### config.mk
export PLATFORM = sky130hd
export DESIGN_NAME = mmr_scrubbed_register_bank
export DESIGN_NICKNAME = d
export VERILOG_FILES = /design/src/rtl/mmr_scrubbed_register_bank.sv
export SDC_FILE = /design/constraint.sdc
export NUM_CORES = 1
export LEC_CHECK = 0
export ABC_AREA = 0
export BUFFER_PORTS_ARGS = -buffer_cell sky130_fd_sc_hd__buf_2
export CAP_MARGIN = 30
export CORE_MARGIN = 5
export CORE_UTILIZATION = 28
export CTS_BUF_LIST = sky130_fd_sc_hd__clkbuf_8
export DETAILED_ROUTE_END_ITERATION = 10
export SLEW_MARGIN = 20
export SYNTH_ARGS = -nofsm -noshare
export SYNTH_HDL_FRONTEND = slang
export SYNTH_SLANG_ARGS = --single-unit
### constraint.sdc
create_clock -name clk -period 5.7 [get_ports clk]
set_input_delay 0.57 -clock clk [delete_from_list [all_inputs] [get_ports clk]]
set_output_delay 0.57 -clock clk [all_outputs]
set_load 0.005 [all_outputs]
### src/rtl/mmr_scrubbed_register_bank.sv
// K-modular-redundant register bank: voted reads, debug copy injection,
// and a background scrub FSM that repairs copies disagreeing with the vote.
module mmr_scrubbed_register_bank #(
  parameter int K_MMR          = 3,
  parameter int DATA_WIDTH     = 16,
  parameter int N_REGS         = 8,
  parameter int SCRUB_INTERVAL = 64,
  parameter int CNT_WIDTH      = 16,
  localparam int ADDR_W        = $clog2(N_REGS)
) (
  input  logic                  clk,
  input  logic                  rst,
  input  logic                  wr_en_i,
  input  logic [ADDR_W-1:0]     wr_addr_i,
  input  logic [DATA_WIDTH-1:0] wr_data_i,
  input  logic [ADDR_W-1:0]     rd_addr_i,
  output logic [DATA_WIDTH-1:0] rd_data_o,
  input  logic                  inject_en_i,
  input  logic [ADDR_W-1:0]     inject_addr_i,
  input  logic [2:0]            inject_copy_i,
  input  logic [DATA_WIDTH-1:0] inject_mask_i,
  input  logic                  scrub_en_i,
  output logic                  scrub_busy_o,
  output logic                  mismatch_o,
  output logic [CNT_WIDTH-1:0]  corr_count_o,
  input  logic                  corr_count_clr_i
);

  localparam int IVL_W = $clog2(SCRUB_INTERVAL);
  localparam logic [IVL_W-1:0]  IVL_LAST  = IVL_W'(SCRUB_INTERVAL - 1);
  localparam logic [ADDR_W-1:0] LAST_ADDR = ADDR_W'(N_REGS - 1);

  if (K_MMR != 3 && K_MMR != 5) begin : g_bad_k
    $error("mmr_scrubbed_register_bank: K_MMR must be 3 or 5");
  end

  typedef enum logic [1:0] {
    IDLE,
    CHECK,
    FIX
  } state_t;

  state_t                  state;
  logic [IVL_W-1:0]        ivl;
  logic [ADDR_W-1:0]       ptr;
  logic [DATA_WIDTH-1:0]   fix_data;
  logic [DATA_WIDTH-1:0]   mem [K_MMR][N_REGS];

  logic [K_MMR*DATA_WIDTH-1:0] rd_flat;
  logic [K_MMR*DATA_WIDTH-1:0] sc_flat;
  logic [DATA_WIDTH-1:0]       sc_vote;
  logic                        sc_bad;

  function automatic logic [DATA_WIDTH-1:0] vote(
    input logic [K_MMR*DATA_WIDTH-1:0] w
  );
    logic [DATA_WIDTH-1:0] v;
    int ones;
    v = '0;
    for (int b = 0; b < DATA_WIDTH; b++) begin
      ones = 0;
      for (int k = 0; k < K_MMR; k++) begin
        if (w[k*DATA_WIDTH+b]) ones++;
      end
      v[b] = (ones > K_MMR / 2);
    end
    return v;
  endfunction

  always_comb begin
    rd_flat = '0;
    sc_flat = '0;
    for (int k = 0; k < K_MMR; k++) begin
      rd_flat[k*DATA_WIDTH +: DATA_WIDTH] = mem[k][rd_addr_i];
      sc_flat[k*DATA_WIDTH +: DATA_WIDTH] = mem[k][ptr];
    end
  end

  assign rd_data_o = vote(rd_flat);
  assign sc_vote   = vote(sc_flat);

  always_comb begin
    sc_bad = 1'b0;
    for (int k = 0; k < K_MMR; k++) begin
      if (mem[k][ptr] != sc_vote) sc_bad = 1'b1;
    end
  end

  always_ff @(posedge clk) begin
    if (rst) begin
      state        <= IDLE;
      ivl          <= '0;
      ptr          <= '0;
      fix_data     <= '0;
      scrub_busy_o <= 1'b0;
      mismatch_o   <= 1'b0;
      corr_count_o <= '0;
      for (int k = 0; k < K_MMR; k++) begin
        for (int a = 0; a < N_REGS; a++) begin
          mem[k][a] <= '0;
        end
      end
    end else begin
      mismatch_o <= 1'b0;
      unique case (state)
        IDLE: begin
          if (!scrub_en_i) begin
            ivl <= '0;
          end else if (ivl == IVL_LAST) begin
            ivl          <= '0;
            ptr          <= '0;
            state        <= CHECK;
            scrub_busy_o <= 1'b1;
          end else begin
            ivl <= ivl + IVL_W'(1);
          end
        end
        CHECK: begin
          if (!scrub_en_i) begin
            ptr          <= '0;
            state        <= IDLE;
            scrub_busy_o <= 1'b0;
          end else if (sc_bad) begin
            fix_data   <= sc_vote;
            state      <= FIX;
            mismatch_o <= 1'b1;
          end else if (ptr == LAST_ADDR) begin
            state        <= IDLE;
            scrub_busy_o <= 1'b0;
          end else begin
            ptr <= ptr + ADDR_W'(1);
          end
        end
        FIX: begin
          if (ptr == LAST_ADDR) begin
            state        <= IDLE;
            scrub_busy_o <= 1'b0;
          end else begin
            ptr   <= ptr + ADDR_W'(1);
            state <= CHECK;
          end
        end
        default: begin
          state        <= IDLE;
          scrub_busy_o <= 1'b0;
        end
      endcase

      if (corr_count_clr_i) begin
        corr_count_o <= '0;
      end else if (state == FIX && corr_count_o != '1) begin
        corr_count_o <= corr_count_o + CNT_WIDTH'(1);
      end

      // Priority per copy: functional write, then scrub repair, then injection.
      for (int k = 0; k < K_MMR; k++) begin
        for (int a = 0; a < N_REGS; a++) begin
          if (wr_en_i && wr_addr_i == ADDR_W'(a)) begin
            mem[k][a] <= wr_data_i;
          end else if (state == FIX && ptr == ADDR_W'(a)) begin
            mem[k][a] <= fix_data;
          end else if (inject_en_i && inject_addr_i == ADDR_W'(a)
                       && inject_copy_i == 3'(k)) begin
            mem[k][a] <= mem[k][a] ^ inject_mask_i;
          end
        end
      end
    end
  end

endmodule

== Word-level counts from Yosys, hierarchy flattened ==
Memories as Yosys holds them, arrays and structs flattened.
Cells that the tools add are included.
Word-level totals
  latch bits: 0
  memory bits (read-only): 0
  bits in registers: 45
  memory bits (writable): 384
  memories kept: 1
Memory list
  mem: words 3, width 128, read ports 3, clocked after memory_dff 0, wr ports 3, line 47  | logic [DATA_WIDTH-1:0] mem [K_MMR][N_REGS];
Operators by class
  divide/modulo/power cells: 0
  equal/unequal tests: 34
  reduce and logical (&&, ||, !) cells: 61
  shift operators: 0
  add/sub/neg operators: 67
  muxes and demuxes: 389
  magnitude comparators: 34
  bitwise operators: 100
  $mul: 0
Operator list (count)
  $add A32 B2 Y32 const B: 64
  $mux W32: 64
  $mux W16: 84
  $gt A32 B2 Y1 const B: 32
  $xor A16 B16 Y16: 24
  $bmux W16 S3: 6
  $mux W1: 220
  $or A1 B1 Y1: 72
  $logic_and A1 B1 Y1: 49
  $ne A16 B16 Y1: 3
  $eq A3 B3 Y1 const B: 12
  $eq A3 B2 Y1 const B: 7
  $add A16 B1 Y16 const B: 1
  $ne A16 B16 Y1 const B: 1
  $mux W3: 5
  $eq A3 B1 Y1 const B: 4
  $logic_not A3 Y1: 4
  $mux W6: 2
  $mux W2: 5
  $pmux W3 S3: 1
  $reduce_and A3 Y1: 3
  $ge A4 B4 Y1 const B: 2
  $not A3 Y4: 2
  $add A6 B1 Y6 const B: 1
  15 further kinds: 17

== Logic depth before layout (Yosys ltp) ==
  depth in word-level cells: 17
  gate-level depth with buffers: 20

== Worst setup path after synthesis ==
OpenSTA, ideal clock, no wires.
  kind: register to register
  start point: reg ptr[1]
  end point: reg scrub_busy_o
  period minus slack after synthesis: 4.509 ns
  arrival time: 4.439 ns
  path slack: 1.191 ns
  path buffers: 4
  library setup time: 0.071 ns
  stages on the path, launching flop included: 17
  cells stage by stage: dfxtp_1 -> buf_6 -> buf_4 -> buf_2 -> buf_2 -> mux4_2 -> mux2i_1 -> ha_1 -> inv_1 -> a31o_2 -> o22ai_1 -> or4_1 -> or4_1 -> nor3_2 -> a21oi_2 -> or4_1 -> a21oi_1
On the way
  longest elaborated chain between the ends: 16
Ends and longest elaborated chain
  start, declared: line 45  | logic [ADDR_W-1:0] ptr;
  start signal, assigned: line 131  | ptr <= ptr + ADDR_W'(1);
  start signal, assigned: line 139  | ptr <= ptr + ADDR_W'(1);
  $not A3 Y4 (not written as such): line 75, 85
  $bmux W16 S3: line 75, 85
  $mux W16 (not written as such) (2 in a row): line 75, 85
  $mux W1: line 63  | if (w[k*DATA_WIDTH+b]) ones++;
  $add A32 B2 Y32: line 63
  $mux W32: line 63
  $add A32 B2 Y32: line 63
  $mux W32: line 63
  $gt A32 B2 Y1: line 65  | v[b] = (ones > K_MMR / 2);
  $ne A16 B16 Y1: line 85  | if (mem[k][ptr] != sc_vote) sc_bad = 1'b1;
  $mux W1 (3 in a row): line 85
  $ne A3 B3 Y1 (no line)
  $reduce_and A3 Y1 (no line)
  end signal, assigned: line 95  | scrub_busy_o <= 1'b0;
  end signal, assigned: line 113  | scrub_busy_o <= 1'b1;
  end signal, assigned: line 122  | scrub_busy_o <= 1'b0;
  end, declared: line 23  | output logic scrub_busy_o,
Several ways; a longest one is shown, not always the timed one. The select of a mux whose other input is x is not followed.
A chain may end at the register's enable or synchronous reset.

== Final worst setup path ==
  start point: reg ptr[2]
  end point: reg scrub_busy_o
Same word-level chain as after synthesis.

==> flow_summary.ini <==
[run_status]
status = finished, final reports clean

[routing]
drt_iter0_drc = 4605
vias = 27050
drc = 0
drt_pass1_iterations = 8
antenna_left = 0
post_drt_via_cell_ratio = 5.999
routedWlPerCell_um = 30.10
totalWireLength_mm = 135.7

[final_layout]
final_cell_mix = edfxtp_1, nor2_1, xor2_1
finalNetCount = 3061
drive_gt1_share_pct = 18.84
final_common_cell = edfxtp_1
area_growth_pct = 12.59
final_cells = 4509

[timing]
clock_skew_ns = 0.03748
slew_violations = 0
finalSetupTns_ns = 0
hold_viol = 0
setup-violations-final = 0
worstMarginPinSlew_ns = 1.232
relSlewSlack_pct = 17.85
min_period_over_period_pct = 88.53
period_minus_slack_ns = 5.046
rsz0062_at_grt = false
fmax_mhz = 198.2

[placement]
hpwlAfterDp_mm = 88.88
numPortBuffers = 83
place.gp.congestion = 0.9855
dp.cells = 4349

[power_and_ir_drop]
clkPwrFrac_pct = 36.4
seq_power_share_pct = 47.0
p_comb_share_pct = 16.6
swShare_pct = 31.87
power_density_nw_per_um2 = 230.8
p_int_uw = 5645
static-leakage-power_uw = 0.01257
p_sw_uw = 2641
peakVddDrop_uv = 148.1

[synthesis]
syn-instance-count = 2917
synthArstFlopShare_pct = 0
syn_area_um2 = 31880
synth_area_per_cell_um2 = 10.93
synth-seq-area-share_pct = 38.99
syn_nets = 3042
synth_enable_flop_cells = 384
netlist.area_leader.share_pct = 36.17
synth_cell_types = 72
synth_ff_type = edfxtp_1
yosys_warnings = 0
ys_ff_latch = 429
netlist_top_cells_area = edfxtp_1, mux4_2, mux2i_1
yosysTopAreaCell = edfxtp_1

[min_path]
worstHoldPathCells = 3
holdPathEnd = ivl[1]
hold_class = in -> reg
hold_start = scrub_en_i

[die]
ios = 84
dieHeight_um = 347.5
num_rows = 123
dieArea_um2 = 120700
initial_utilization_pct = 28.26
die_x_um = 347.5
core-area_um2 = 112800

[clocking]
clockBufferDepth = 3
htree_levels = 3
hold_buffers = 0
cts_sinks = 429
cts_tree = done
cts_buffers = 82
cts_root_buf = clkbuf_8
clkTransAtPathRegs_ns = 0.06
cts_resized = 0
clkLatencyLatePin_ns = 0.73
cts_setup_buffers = 0

[global_routing]
grt_overflow_total = 0
gr-usage-all-layers_pct = 21.45
grt_max_degree = 56
grt_pass1_vias = 25174
grt_pass1_wl_mm = 189.7
antenna_found_initial = 22

[setup_path]
reg2reg_slack_ns = 0.65
timing.critical_path.required_ns = 6.34
worstPathMaxFanout = 55
cp.arrival_ns = 5.69
startpoint_type = register
reg2reg_to = scrub_busy_o
cp-end-kind = register
worstRegToRegCells = 13
critPathKind = reg -> reg
rr_startpoint = ptr[2]

[run]
maxCapViolations = 0
cells in the mapped netlist (3+ instances only):
cell and instances:
a22oi_1 43, dfxtp_1 45, nor3_1 25, mux2i_1 220, nand4_1 14, o31a_1 3
and2_1 11, and3_1 17, edfxtp_1 384, xor2_1 236, a221oi_1 76, inv_1 76
clkbuf_1 210, or3_1 7, o31ai_1 4, o2111ai_1 3, a21boi_0 5, a22o_1 5
o21ai_1 7, buf_1 27, xnor2_1 161, nor3b_1 5, buf_6 5, a311oi_1 6
buf_4 6, ha_1 75, nand2_1 127, mux2_2 28, or4_1 5, mux4_2 181
a221o_1 4, nor2b_1 9, o22ai_1 5, nand2b_1 4, nor2_1 313, o21ai_0 141
or2_2 7, nand3_1 21, a21oi_1 94, nand3b_1 3, a211o_1 3, o21a_1 3
buf_2 15, a211oi_1 233, nor4_1 6
metal layers:
layer	track usage [%]	wire (µm)	up-vias
met2	30.65	55470	2201
met1	29.24	51810	13263
met3	7.311	20680	434
li1	-	-	11138
met5	0.2747	113	-
met4	9.833	7632	14
worst max-delay path, cell delays in order, from the launching register on:
cell and delay (ns):
dfxtp_4 0.98, buf_4 0.36, mux4_2 0.31, mux2i_1 0.44, inv_1 0.14, ha_1 0.26
mux2_2 0.29, a2111oi_0 0.40, nand4_1 0.14, or4_1 0.53, nor3_2 0.29, a21oi_2 0.13
or4_1 0.49, a21oi_1 0.13
how the worst max path moves through the flow:
stage / cells past startpoint / endpoint / start / slack, ns
after CTS: 13 / scrub_busy_o / ptr[2] / 0.77
after floorplan: 16 / scrub_busy_o / ptr[1] / 1.19
after detailed placement: 13 / scrub_busy_o / ptr[2] / 0.79
after global placement: 13 / scrub_busy_o / ptr[2] / 0.89
after global routing: 11 / fix_data[6] / ptr[1] / 0.52
final: 13 / scrub_busy_o / ptr[2] / 0.65
stage by stage:
step                      total power (µW)  cell area, µm²  worst slack [ns]  utilization [%]  hold WS (ns)
after floorplan                       4731           31880             1.191                -        0.4586
after global placement                5256           34170            0.8868            30.29        0.4751
after detailed placement              5275           34300            0.7921            30.41        0.4865
after CTS                             8255           35810            0.7715            31.74        0.2260
after global routing                  8541           35890            0.5156            31.81        0.2410
final                                 8286           35900            0.6535            31.82        0.2412
layout make-up:
cell class | instances | area, µm²
diodes | 10 | 25.02
clock buffers | 84 | 1156
clock inverters | 63 | 349.1
fillers | 11293 | 76910
inverters | 77 | 289.0
multi-input cells | 2146 | 18260
flip-flops and latches | 429 | 12440
well taps | 1500 | 1877
repair buffers | 200 | 1499
cells by family (layout without fill, tap and decap cells):
| kind of cell | after synthesis | after routing | share of synthesized area, % |
|---|---|---|---|
| compound gates | 661 | 661 | 14.17 |
| simple gates | 583 | 583 | 7.927 |
| mux | 430 | 430 | 20.72 |
| flops | 429 | 429 | 38.99 |
| xor+xnor | 397 | 397 | 10.91 |
| buf+inv | 342 | 424 | 4.344 |
| fa+ha+maj | 75 | 75 | 2.943 |
| other cells | 0 | 10 | 0 |
power groups by stage:
stage | clock network, µW | logic (µW) | registers (µW)
6_report | 3010 | 1380 | 3900
3_5_place_dp | 0 | 1330 | 3950
5_1_grt | 3170 | 1460 | 3910
3_3_place_gp | 0 | 1310 | 3940
4_1_cts | 3030 | 1340 | 3880
2_1_floorplan | 0 | 921 | 3810
sequential cells by signal, indices dropped and copies added, names as in the netlist:
register      cells
corr_count_o     16
fix_data         16
ivl               6
mem             384
mismatch_o        1
ptr               3
scrub_busy_o      1
state             2
Note: power is estimated with default switching activity, not from simulation.
